===== src/rtl/mod_counter_wrap_monitor.sv =====
// Sequence monitor for the 4-bit MOD counter: checks the
// 0..TERM walk, emits wrap ticks and counts completed periods.
module mod_counter_wrap_monitor #(
  parameter int PERIOD_WIDTH = 8
) (
  input  logic                    Clk_In,
  input  logic                    Resetb_In,
  input  logic                    Run_In,
  input  logic [3:0]              MOD_Value_In,
  input  logic [3:0]              Count_In,
  input  logic                    Clear_In,
  output logic                    Wrap_Tick_Out,
  output logic [PERIOD_WIDTH-1:0] Period_Count_Out,
  output logic                    Locked_Out,
  output logic                    Error_Out
);

  localparam logic [1:0] IDLE  = 2'd0;
  localparam logic [1:0] SYNC  = 2'd1;
  localparam logic [1:0] TRACK = 2'd2;
  localparam logic [1:0] ERROR = 2'd3;

  logic [1:0] state;
  logic [1:0] state_nx;
  logic [3:0] prev_count;
  logic [3:0] term_reg;
  logic       run_d;
  logic [3:0] next_exp;
  logic       step_ok;
  logic       wrap;
  logic       prev_load;
  logic       sat;

  assign next_exp = (prev_count == term_reg) ?
                    4'd0 : prev_count + 4'd1;

  // run_d tells whether the counter was allowed to move this edge
  assign step_ok = run_d ? (Count_In == next_exp)
                         : (Count_In == prev_count);

  assign wrap = (state == TRACK) && run_d && step_ok &&
                (prev_count == term_reg);

  assign prev_load = ((state == IDLE) && Run_In) ||
                     (state == SYNC) ||
                     ((state == TRACK) && step_ok);

  assign sat = &Period_Count_Out;

  assign Locked_Out = (state == TRACK);
  assign Error_Out  = (state == ERROR);

  always_comb begin
    state_nx = state;
    unique case (state)
      IDLE:    if (Run_In) state_nx = SYNC;
      SYNC:    state_nx = TRACK;
      TRACK: begin
        if (!step_ok)     state_nx = ERROR;
        else if (!Run_In) state_nx = IDLE;
      end
      ERROR:   state_nx = ERROR;
      default: state_nx = IDLE;
    endcase
    if (Clear_In && (state_nx == ERROR))
      state_nx = IDLE;
  end

  always_ff @(posedge Clk_In or negedge Resetb_In) begin
    if (!Resetb_In) begin
      state            <= IDLE;
      prev_count       <= 4'd0;
      term_reg         <= 4'd0;
      run_d            <= 1'b0;
      Wrap_Tick_Out    <= 1'b0;
      Period_Count_Out <= '0;
    end else begin
      state         <= state_nx;
      run_d         <= Run_In;
      Wrap_Tick_Out <= wrap;
      if (prev_load)
        prev_count <= Count_In;
      if ((state == IDLE) && Run_In)
        term_reg <= MOD_Value_In - 4'd1;
      if (Clear_In)
        Period_Count_Out <= '0;
      else if (wrap && !sat)
        Period_Count_Out <= Period_Count_Out +
                            PERIOD_WIDTH'(1);
    end
  end

endmodule

===== config.mk =====
export PLATFORM = sky130hd
export DESIGN_NAME = mod_counter_wrap_monitor
export DESIGN_NICKNAME = d
export VERILOG_FILES = /design/src/rtl/mod_counter_wrap_monitor.sv
export SDC_FILE = /design/constraint.sdc
export NUM_CORES = 1
export LEC_CHECK = 0
export CAP_MARGIN = 20
export CORE_MARGIN = 1.5
export CORE_UTILIZATION = 57
export DETAILED_ROUTE_END_ITERATION = 7
export PLACE_DENSITY = 0.84
export SETUP_SLACK_MARGIN = 0.4
export SYNTH_ARGS = -nofsm -noshare
export SYNTH_HDL_FRONTEND = slang
export SYNTH_SLANG_ARGS = --single-unit

===== constraint.sdc =====
create_clock -name Clk_In -period 4.96 [get_ports Clk_In]
set_input_delay 0.992 -clock Clk_In [delete_from_list [all_inputs] [get_ports Clk_In]]
set_output_delay 0.992 -clock Clk_In [all_outputs]
set_load 0.005 [all_outputs]

# ---- After elaboration in Yosys (flattened, before gate mapping)
# Cells that the tools add are included.
dict set report word_totals {
  mem_bits_rw 0
  ff_bits 20
  in_bits 12
  rom_bits 0
  memories 0
  latch_bits 0
}
dict set report classes {
  eq_ne 7
  n_mul 0
  n_reduce_logical 13
  n_div 0
  muxes 9
  add_sub_neg 3
  magnitude_cmp 0
  shift 0
  bitwise_logic 0
}
# cell n
set op_table {}
lappend op_table {{$mux W8} 2}
lappend op_table {{$eq A4 B4 Y1} 3}
lappend op_table {{$add A8 B1 Y8 const B} 1}
lappend op_table {{$mux W2} 4}
lappend op_table {{$pmux W2 S4} 1}
lappend op_table {{$reduce_and A8 Y1} 1}
lappend op_table {{$logic_and A1 B1 Y1} 7}
lappend op_table {{$eq A2 B2 Y1 const B} 3}
lappend op_table {{$add A4 B1 Y4 const B} 1}
lappend op_table {{$mux W4} 1}
lappend op_table {{$sub A4 B1 Y4 const B} 1}
lappend op_table {{$eq A2 B1 Y1 const B} 1}
lappend op_table {{$logic_not A2 Y1} 1}
lappend op_table {{$logic_or A1 B1 Y1} 2}
lappend op_table {{$reduce_bool A2 Y1} 1}
lappend op_table {{$logic_not A1 Y1} 1}
lappend op_table {{$mux W1} 1}

# ---- Longest topological paths before layout
dict set report depth {
  word_depth 9
  mapped_depth 8
  depth_no_buf 7
}

# ---- Worst setup path before layout
# No wires, ideal clock.
dict set report synth_path {
  path_kind {in2reg}
  start {input Count_In[2]}
  end {register Period_Count_Out[5]}
  slack_ps 2004
  stages 7
  t_arrival_ps 2829
  required_time_ps 4833
  path_cell_list {clkbuf_1 > xor2_1 > a211oi_1 > o22ai_1 > or4_4 > or4b_1 > mux2_1}
}
dict set report synth_via {
  elab_chain_cells 6
  word_cells_on_any_way 7
  classes_between {eq/ne (2); mux (1); reduce/logical (4)}
}
# item line
set synth_rtl {}
lappend synth_rtl {{start: declaration} 10} ;# input logic [3:0] Count_In,
lappend synth_rtl {{$eq A4 B4 Y1, on equally long branches} {39, 38}}
lappend synth_rtl {{$mux W1 (*)} 38} ;# assign step_ok = run_d ? (Count_In == next_exp)
lappend synth_rtl {{$logic_and A1 B1 Y1 (*) (2 in a row)} 41} ;# assign wrap = (state == TRACK) && run_d && step_ok &&
lappend synth_rtl {{$logic_and A1 B1 Y1 (*)} 87} ;# else if (wrap && !sat)
lappend synth_rtl {{$reduce_bool A2 Y1 (no source line) (*)} n/a}
lappend synth_rtl {{end signal: assignment} 88} ;# Period_Count_Out <= Period_Count_Out +
lappend synth_rtl {{end: declaration} 13} ;# output logic [PERIOD_WIDTH-1:0] Period_Count_Out,
# Mark *: on every way between the ends. The rest lies on a longest branch, timed or not.
# A chain may end at the register's enable or synchronous reset.

# ---- Worst setup path in the final report
dict set report layout_path {
  start {input Count_In[1]}
  end {register Period_Count_Out[5]}
}
# The elaborated chain is that of the path after synthesis.

==> metrics.md <==
| Metric | Value |
|---|---|
| Worst-Skew Late Latency | 0.30 ns |
| Worst Tran Pin Value | 0.891 ns |
| Max-slew violations | 0 |
| Dpl ws | 1.24 ns |
| Post-route cell area | 1660 um2 |
| Placed cell area | 1620 um2 |
| Crit start category | input pin |
| 1st-iter DRT viols | 46 |
| Die span in y | 52.8 um |
| Routed vias | 1304 |
| Fin crit share | 68.6% |
| I/O pin count | 23 |
| Final TNS setup | 0 ns |
| DIE WIDTH | 52.8 um |
| Setup CP Type | in -> reg |
| Clock buffer count from CTS | 3 |
| Synthesis Warnings | 0 |
| FF-to-FF Start | prev_count[0] |
| Leakage | 0.698 nW |
| Resize count post-CTS | 0 |
| Max Clock Skew | 0.00355 ns |
| GRT Util Overall | 26.3% |
| Routability cong. | 0.855 |
| Critical path endpoint | Period_Count_Out[5] |
| P&R area growth vs syn | 17.2% |
| Peak VDD IR | 0.293 mV |
| Met3 Resource Use GR | 3.43% |
| Post-synthesis sequential area ratio | 35.4% |
| Largest fanout on the critical path | 14 |
| Drt pass-1 iters | 7 |
| Final Worst Setup Slack | 1.56 ns |
| Overall Power | 0.000744 W |
| Largest family of logic cells by synthesized area | simple AND/OR/NAND/NOR gates |
| F_max | 0.294 GHz |
| Setup crit end kind | register |
| Main flop type after synthesis | dfrtp_1 |
| Max reg flops | 8 |
| Post-synth ARST share | 100% |
| Final Setup Violations | 0 |
| Via density | 6.24 |
| First-pass GRT wire length | 5330 um |
| Syn avg cell area | 8.57 um2 |
| Mapped Nets | 180 |
| Clk sinks | 20 |
| Run status | finished, final reports clean |
| Reg2reg path depth | 6 |
| Initial Util | 62.1% |
| Clock root buffer | clkbuf_4 |
| Final Critical Period | 3.40 ns |
| Most frequent cells in the layout | clkdlybuf4s50_1, nor2_1, dfrtp_1 |
| Detailed Route WL | 3210 um |
| Setup crit start | Count_In[1] |
| H-tree depth | 1 |
| Pin count of the biggest net entering global routing | 21 |
| Initial antenna violation count | 0 |
| Reg2Reg Setup Slack | 2.08 ns |
| Post-CTS Hold Fix Bufs | 0 |
| Post-layout net count | 197 |
| Fin Hold WS | 0.515 ns |
| TritonCTS clock tree | built |
| Synth Instances | 165 |
| Multiplexer share of the synthesized area | 3.89% |
| Fraction of layout cells with a size suffix above 1 | 9.94% |
| DP HPWL | 2280 um |
| R2r endpoint | Period_Count_Out[5] |
| Critical Path AT | 3.60 ns |
| # diodes | 0 |
| Hold Path Class | reg -> reg |
| Fill cells | 180 |
| Synth Area in Simple Gates | 29.1% |
| Met2 Use GR | 44.0% |
| Synth Area in XOR/XNOR | 7.35% |
| Vias in the first global route | 1200 |
| Number of I/O port buffers | 22 |
| Clock tree buffer depth | 2 |
| Reg clk slew, reported paths | 0.11 ns |
| M1 GR Usage | 34.7% |
| Max_slew headroom | 40.4% |
| EDFF count, synth | 0 |
| Core area | 2280 um2 |
| Most used routing layer | met2 |
| Multi-input logic area | 831 um2 |
| Drt wl/cell | 15.3 um |
| Max_cap viols | 0 |
| Synthesized area | 1410 um2 |
| Unrepaired setup endpoints after global routing | no |
| Most common cell after layout, fill and taps aside | clkdlybuf4s50_1 |
| Post-route ant nets | 0 |
| Register area | 500 um2 |
| Power density over the cells | 449 nW/um2 |
| Setup bufs post-CTS | 0 |
| Row cnt | 17 |
| Compound-Gate Fraction of Synth Area | 15.8% |
| Grt total ovfl | 0 |
| Drc violations | 0 |
| Final Hold Violating Endpoints | 0 |
| Adder-cell share of the synthesized area | 2.65% |
| Synthesized flop and latch total | 20 |
| Unique masters post-synth | 44 |
| Die ar. | 2790 um2 |
| Crit path required time | 5.16 ns |
==> worst min-delay path by stage <==
| stage | startpoint | end | slack [ns] | cells after the start |
|---|---|---|---|---|
| 2_1_floorplan | term_reg[0] | term_reg[0] | 0.47 | 2 |
| 3_3_place_gp | term_reg[3] | term_reg[3] | 0.49 | 2 |
| 3_5_place_dp | term_reg[3] | term_reg[3] | 0.49 | 2 |
| 4_1_cts | term_reg[3] | term_reg[3] | 0.52 | 2 |
| 5_1_grt | term_reg[2] | term_reg[2] | 0.54 | 2 |
| 6_report | term_reg[3] | term_reg[3] | 0.51 | 2 |
==> metrics by stage <==
step	instances	utilization [%]
finish	209	72.8
global route	209	72.8
CTS	209	72.8
detailed placement	205	71.2
global placement	205	71.2
floorplan	165	-
==> cell usage after synthesis (2+ instances only) <==
library cell | instances | area share (%)
ha_1 | 3 | 2.7
nand2_1 | 11 | 2.9
clkbuf_1 | 6 | 1.6
a21oi_1 | 4 | 1.4
nand3_1 | 2 | 0.71
mux2_2 | 3 | 2.4
nand4_1 | 4 | 1.8
dfrtp_1 | 20 | 35
inv_1 | 9 | 2.4
xnor2_1 | 4 | 2.5
nor2_1 | 21 | 5.6
buf_2 | 3 | 1.1
xor2_1 | 6 | 3.7
nor3_1 | 3 | 1.1
or4_2 | 3 | 1.9
a211oi_1 | 7 | 3.7
o21ai_0 | 12 | 4.2
or4_1 | 2 | 1.1
nand2b_1 | 2 | 0.88
o22ai_1 | 5 | 2.2
and3_1 | 6 | 2.7
nor2b_1 | 7 | 3.1
==> routing by layer <==
| metal | vias to the layer above | part of all wire [%] |
|---|---|---|
| met5 | - | 0 |
| met4 | 0 | 1.1 |
| li1 | 618 | - |
| met3 | 10 | 6.3 |
| met2 | 53 | 50 |
| met1 | 623 | 42 |
==> critical path, stage by stage <==
cell and delay (ns):
clkdlybuf4s50_1 0.52, o21ai_0 0.20, o21ai_0 0.12, a22o_2 0.29, or4_4 0.62, or4b_1 0.54, mux2_1 0.32
==> power breakdown <==
part	switching, W	total (W)	internal (W)
sequential	0.0000882	0.000293	0.000205
combinational	0.000189	0.000357	0.000167
clock	0.0000492	0.0000940	0.0000449
total	0.000327	0.000744	0.000417
==> cell type report <==
| class | instances | share of cell area, % |
|---|---|---|
| multi-input combinational | 126 | 50.2 |
| tap | 28 | 2.11 |
| clock buffer | 4 | 2.19 |
| sequential | 20 | 30.2 |
| timing repair buffer | 22 | 13.3 |
| inverter | 9 | 2.04 |
==> cells by family (layout without fill, tap and decap cells) <==
kind of cell | after synthesis | in the layout
and+or+nand+nor | 72 | 72
AOI/OAI and AO/OA | 35 | 35
DFF | 20 | 20
buffers and inverters | 19 | 35
xor gates and xnor gates | 11 | 11
muxes | 5 | 5
adders and majority gates | 3 | 3
Note: power is estimated with default switching activity, not from simulation.
